==> src/rtl/retire_trace_capture_ctrl.sv <==
// retire_trace_capture_ctrl
//   Captures per-instruction retire records from the core trace port.
//   An arm/trigger/stop FSM decides which records are kept. Kept records go
//   into a DEPTH-entry FIFO that drains to one valid/ready trace sink.
//   The core is never backpressured. Records that arrive while the FIFO is
//   full are dropped and counted in a saturating counter.
// Ports
//   clock, reset          : clock; asynchronous active-low reset
//   cfg_*                 : enable level, clear pulse, stop-on-exception, pc trigger window
//   in_*                  : retire record from the core (valid has no ready)
//   out_*                 : FIFO head record and its valid/ready handshake
//   state                 : 0 IDLE, 1 ARMED, 2 CAPTURE, 3 DRAIN
//   count                 : FIFO occupancy, 0..DEPTH
//   drop_cnt              : number of records lost to a full FIFO; saturates at all-ones
module retire_trace_capture_ctrl #(
    parameter int unsigned XLEN  = 32,
    parameter int unsigned DEPTH = 16,
    parameter int unsigned CNT_W = 16
) (
    input  logic                     clock,
    input  logic                     reset,
    input  logic                     cfg_en,
    input  logic                     cfg_clear,
    input  logic                     cfg_stop_on_excpt,
    input  logic [XLEN-1:0]          cfg_pc_lo,
    input  logic [XLEN-1:0]          cfg_pc_hi,
    input  logic                     in_valid,
    input  logic [XLEN-1:0]          in_pc,
    input  logic [XLEN-1:0]          in_inst,
    input  logic [4:0]               in_wrdst,
    input  logic [XLEN-1:0]          in_wrdata,
    input  logic                     in_wrenx,
    input  logic                     in_excpt,
    output logic                     out_valid,
    input  logic                     out_ready,
    output logic [XLEN-1:0]          out_pc,
    output logic [XLEN-1:0]          out_inst,
    output logic [4:0]               out_wrdst,
    output logic [XLEN-1:0]          out_wrdata,
    output logic                     out_wrenx,
    output logic                     out_excpt,
    output logic [1:0]               state,
    output logic [$clog2(DEPTH):0]   count,
    output logic [CNT_W-1:0]         drop_cnt
);

    localparam int unsigned PtrW   = $clog2(DEPTH);
    localparam int unsigned CountW = PtrW + 1;
    localparam int unsigned RecW   = 3 * XLEN + 5 + 2;

    typedef enum logic [1:0] {
        StIdle    = 2'd0,
        StArmed   = 2'd1,
        StCapture = 2'd2,
        StDrain   = 2'd3
    } state_e;

    state_e            state_q;
    logic [PtrW-1:0]   wr_ptr_q;
    logic [PtrW-1:0]   rd_ptr_q;
    logic [CountW-1:0] count_q;
    logic [CNT_W-1:0]  drop_cnt_q;

    logic [RecW-1:0]   rec_mem [DEPTH];
    logic [RecW-1:0]   head_rec;

    logic in_window;
    logic trig_hit;
    logic full;
    logic push_req;
    logic push;
    logic pop;
    logic drop;
    logic stop_excpt;

    always_comb begin
        in_window  = (in_pc >= cfg_pc_lo) && (in_pc <= cfg_pc_hi);
        trig_hit   = in_valid && in_window;
        full       = (count_q == CountW'(DEPTH));
        // A clear cycle performs no push, pop or drop.
        push_req   = !cfg_clear && in_valid &&
                     ((state_q == StArmed && in_window) || state_q == StCapture);
        pop        = !cfg_clear && out_valid && out_ready;
        // A pop in the same cycle frees the slot that the push uses.
        push       = push_req && (!full || pop);
        drop       = push_req && full && !pop;
        stop_excpt = in_valid && in_excpt && cfg_stop_on_excpt;
    end

    // Control: FSM, FIFO pointers/occupancy and drop counter.
    always_ff @(posedge clock or negedge reset) begin
        if (!reset) begin
            state_q    <= StIdle;
            wr_ptr_q   <= '0;
            rd_ptr_q   <= '0;
            count_q    <= '0;
            drop_cnt_q <= '0;
        end else if (cfg_clear) begin
            state_q    <= StIdle;
            wr_ptr_q   <= '0;
            rd_ptr_q   <= '0;
            count_q    <= '0;
            drop_cnt_q <= '0;
        end else begin
            if (push) wr_ptr_q <= wr_ptr_q + PtrW'(1);
            if (pop)  rd_ptr_q <= rd_ptr_q + PtrW'(1);
            if (push && !pop)      count_q <= count_q + CountW'(1);
            else if (!push && pop) count_q <= count_q - CountW'(1);
            if (drop && (drop_cnt_q != '1)) drop_cnt_q <= drop_cnt_q + CNT_W'(1);

            unique case (state_q)
                StIdle: begin
                    if (cfg_en) state_q <= StArmed;
                end
                StArmed: begin
                    if (trig_hit)     state_q <= StCapture;
                    else if (!cfg_en) state_q <= StIdle;
                end
                StCapture: begin
                    if (!cfg_en || stop_excpt) state_q <= StDrain;
                end
                StDrain: begin
                    // No pushes here, so the FIFO empties when the last entry pops.
                    if (count_q == '0 || (count_q == CountW'(1) && pop)) state_q <= StIdle;
                end
                default: state_q <= StIdle;
            endcase
        end
    end

    // Record storage carries no reset; only entries below count are ever visible.
    always_ff @(posedge clock) begin
        if (push) begin
            rec_mem[wr_ptr_q] <= {in_pc, in_inst, in_wrdst, in_wrdata, in_wrenx, in_excpt};
        end
    end

    always_comb begin
        out_valid = (count_q != '0);
        head_rec  = out_valid ? rec_mem[rd_ptr_q] : '0;
        {out_pc, out_inst, out_wrdst, out_wrdata, out_wrenx, out_excpt} = head_rec;
    end

    assign state    = state_q;
    assign count    = count_q;
    assign drop_cnt = drop_cnt_q;

endmodule
==> config.mk <==
export PLATFORM = sky130hd
export DESIGN_NAME = retire_trace_capture_ctrl
export DESIGN_NICKNAME = d
export VERILOG_FILES = /design/src/rtl/retire_trace_capture_ctrl.sv
export SDC_FILE = /design/constraint.sdc
export NUM_CORES = 2
export LEC_CHECK = 0
export ABC_CLOCK_PERIOD_IN_PS = 7100
export CORE_UTILIZATION = 60
export CTS_BUF_LIST = sky130_fd_sc_hd__clkbuf_8
export DETAILED_ROUTE_END_ITERATION = 6
export PLACE_DENSITY = 0.82
export SETUP_SLACK_MARGIN = 0.3
export SLEW_MARGIN = 5
export SYNTH_ARGS = -nofsm -noshare
export SYNTH_HDL_FRONTEND = slang
export SYNTH_SLANG_ARGS = --single-unit
==> constraint.sdc <==
create_clock -name clock -period 7.1 [get_ports clock]
set_input_delay 1.065 -clock clock [delete_from_list [all_inputs] [get_ports clock]]
set_output_delay 1.065 -clock clock [all_outputs]
set_load 0.02 [all_outputs]
==> metrics.md <==
| Metric | Value |
|---|---|
| Run status | `complete, no violations` |
| Share of flip-flops with an asynchronous set or reset | `0.0185` |
| RePlAce Congestion | `0.815` |
| CTS tree | `built` |
| Largest net degree at the start of global routing | `130` |
| Setup_tns | `0 ps` |
| All-Layer GR Usage | `0.277` |
| Core area | `roughly 110000 um2` |
| Final setup vio count | `0` |
| CP max stage delay | `about 1100 ps` |
| Post-cts resize count | `0` |
| Critical path cell sequence | `clkdlybuf4s50_1 -> ha_1 -> nand4_1 -> nor4_1 -> and3_1 -> nand3b_1 -> o311a_1 -> nor2_1 -> and4b_4 -> buf_12` |
| Ratio of cells with drive above 1 in the final layout | `0.263` |
| TritonCTS Buffers | `about 280` |
| Cell variety after synth | `60` |
| Hold/Removal Path Class | `input pin to async pin` |
| Iteration count of the initial detailed-routing pass | `5` |
| CP Class | `input pin to flop` |
| Worst Setup End Kind | `flop` |
| RSZ-0062 raised after global routing | `no` |
| R2R depth | `9` |
| Slew Limit Fails | `0` |
| Period utilisation layout | `0.794` |
| Vias in the first global route | `around 35000` |
| Fillers | `a little over 6000` |
| CTS clk-pin slew, worst paths | `approximately 60 ps` |
| Slew @ Worst Pin | `about 1200 ps` |
| Reg2reg setup slack | `between 3000 and 4000 ps` |
| Final Non-Filler Cells | `4953` |
| Placed insts | `4511` |
| Multi-input gate area | `15000 um2` |
| Die W | `approximately 330 um` |
| Startpoint types | `input pin` |
| Fin nets | `3621` |
| Area leader, netlist | `edfxtp_1` |
| CTS Sinks | `roughly 1700` |
| Routed Antenna Nets | `0` |
| CP max stage cell | `nor4_1` |
| Syn. warnings | `0` |
| Initial antenna violation count | `14` |
| Register area | `50300 um2` |
| Maximum VDD drop | `about 0.3 mV` |
| Initial Util | `0.606` |
| Crit Path Max Fanout | `35` |
| Hold Buf Count CTS | `0` |
| Clock root cell | `clkbuf_8` |
| Critical Path RT | `around 7700 ps` |
| Fmax | `around 180 MHz` |
| Final core occ | `0.697` |
| Routed wire per std cell | `30.6 um` |
| Top post-synthesis cells by area | `edfxtp_1 (75%), mux4_2 (18%), ha_1 (1.4%)` |
| Synthesized flop and latch total | `roughly 1700` |
| Final worst path period need | `5630 ps` |
| Via density | `approximately 6.6` |
| Syn avg cell area | `23.0 um2` |
| EDFF count, synth | `between 1500 and 2000` |
| Mapped Nets | `3116` |
| DRC Markers | `0` |
| Post-Route Skew | `about 53 ps` |
| Die height | `334 um` |
| I/O Buffers | `300` |
| Share of the synthesized area in the top cell type | `0.749` |
| Worst R2R Start | `count[0]` |
| Top_reg_cell synth | `edfxtp_1` |
| Clk_lat worst skew | `between 900 and 1000 ps` |
| H-tree Lvls | `5` |
| Synth Cell Area | `about 66000 um2` |
| Vias | `32600` |
| WP data arrival | `just over 6000 ps` |
| Area Growth Syn to Fin | `15.0%` |
| Rows | `between 100 and 150` |
| R2r endpoint | `rec_mem[9][21]` |
| DP Wirelength | `about 87000 um` |
| Clock tree buffer depth | `4` |
| IO Count | `around 300` |
| Leak pwr | `about 24 nW` |
| First-pass GRT wire length | `222000 um` |
| Post-synthesis cell count | `between 2000 and 3000` |
| Post-Route WL | `152000 um` |
| Hold slack | `around 530 ps` |
| Pwr Density | `between 200 and 300 nW/um2` |
| Grt total ovfl | `0` |
| Setup bufs post-CTS | `0` |
| Register area share after synthesis | `0.761` |
| Final Hold Vio Count | `0` |
| Max-slew headroom | `0.188` |
| Max-cap violations | `0` |
| DR iter-0 viols | `between 3000 and 4000` |
| Die ar. | `111000 um2` |
## stage by stage
stage	cell area, um2	total power, mW	setup WS [ps]
floorplan	66000	13.8	1250
global placement	71300	15.5	905
detailed placement	71300	15.5	701
CTS	75900	22.8	1420
global route	76000	23.4	1310
finish	76000	22.6	1470
## worst max-delay path: cells and delay by family
kind / cells / cell delay, ps
and+or+nand+nor: 6 / 3210
AOI/OAI and AO/OA: 1 / 200
adders and majority gates: 1 / 500
buffers and inverters: 2 / 1140
## report_power, final
part / switching, mW / leakage [nW] / internal, mW / total [mW]
combinational: 2.21 / 6.00 / 2.10 / 4.30
clock: 3.54 / 2.63 / 3.77 / 7.32
sequential: 0.0909 / 15.2 / 10.9 / 11.0
total: 5.84 / 23.9 / 16.8 / 22.6
## placed cells by master (no fill, tap or decap), types with 7 or more instances in the layout
| cell type | Yosys | routed |
|---|---|---|
| o21ai_0 | 22 | 22 |
| and2_4 | 0 | 8 |
| mux4_2 | 515 | 515 |
| clkdlybuf4s50_1 | 0 | 300 |
| inv_1 | 77 | 150 |
| or3_1 | 7 | 7 |
| clkinv_2 | 0 | 15 |
| o31ai_1 | 11 | 11 |
| nand2_1 | 33 | 32 |
| nand4_1 | 16 | 16 |
| nor2_1 | 22 | 22 |
| or4_1 | 11 | 11 |
| a21oi_1 | 46 | 46 |
| nand3_1 | 16 | 16 |
| dfrtp_1 | 31 | 27 |
| edfxtp_1 | 1648 | 1648 |
| clkinv_1 | 1 | 54 |
| buf_4 | 0 | 31 |
| ha_1 | 73 | 73 |
| buf_12 | 0 | 39 |
| clkbuf_8 | 0 | 280 |
| and2_1 | 112 | 104 |
## kinds of logic after synthesis
group,count (synthesis),synth area share
xor+xnor,4,0.000531
compound gates,113,0.0114
mux,521,0.177
flops,1679,0.761
fa+ha+maj,73,0.0138
buf+inv,220,0.0128
simple gates,259,0.0235
## synthesized netlist by cell type, types with 16 or more instances
cell type and n:
mux4_2 515, nand3_1 16, dfrtp_1 31, clkbuf_1 81
ha_1 73, nor2_1 22, nand4_1 16, nand2_1 33
o21ai_0 22, a21oi_1 46, edfxtp_1 1648, buf_1 53
inv_1 77, and2_1 112
## area by class of cell
cell class	instances	share of cell area
diodes	5	0.000165
clock buffers	280	0.0507
clock inverters	157	0.0101
inverters	78	0.00385
multi-input cells	970	0.197
flip-flops and latches	1679	0.662
well taps	1414	0.0233
repair buffers	370	0.0529
## layer usage
layer / up-vias / track usage / part of all wire
met1: 17200 / 0.364 / 0.37
met5: - / 0 / 0.00066
li1: 13200 / - / -
met3: 283 / 0.0642 / 0.092
met2: 1977 / 0.463 / 0.51
met4: 16 / 0.0905 / 0.024
## registers in the layout, indices dropped and copies added (netlist names)
register  count
drop_cnt     16
state         2
rec_mem    1648
count         5
wr_ptr_q      4
rd_ptr_q      4
## how the worst max path moves through the flow
| stage | start | endpoint | slack, ps | cells after the start |
|---|---|---|---|---|
| detailed placement | in_pc[26] | rec_mem[10][13] | 700 | 10 |
| global route | rd_ptr_q[0] | out_wrdata[25] | 1310 | 5 |
| finish | in_pc[12] | rec_mem[9][21] | 1470 | 10 |
| global placement | in_pc[26] | rec_mem[10][13] | 900 | 10 |
| floorplan | cfg_pc_hi[14] | rec_mem[10][0] | 1250 | 10 |
| CTS | rd_ptr_q[0] | out_wrdata[17] | 1420 | 5 |
Note: power is estimated with default switching activity, not from simulation.
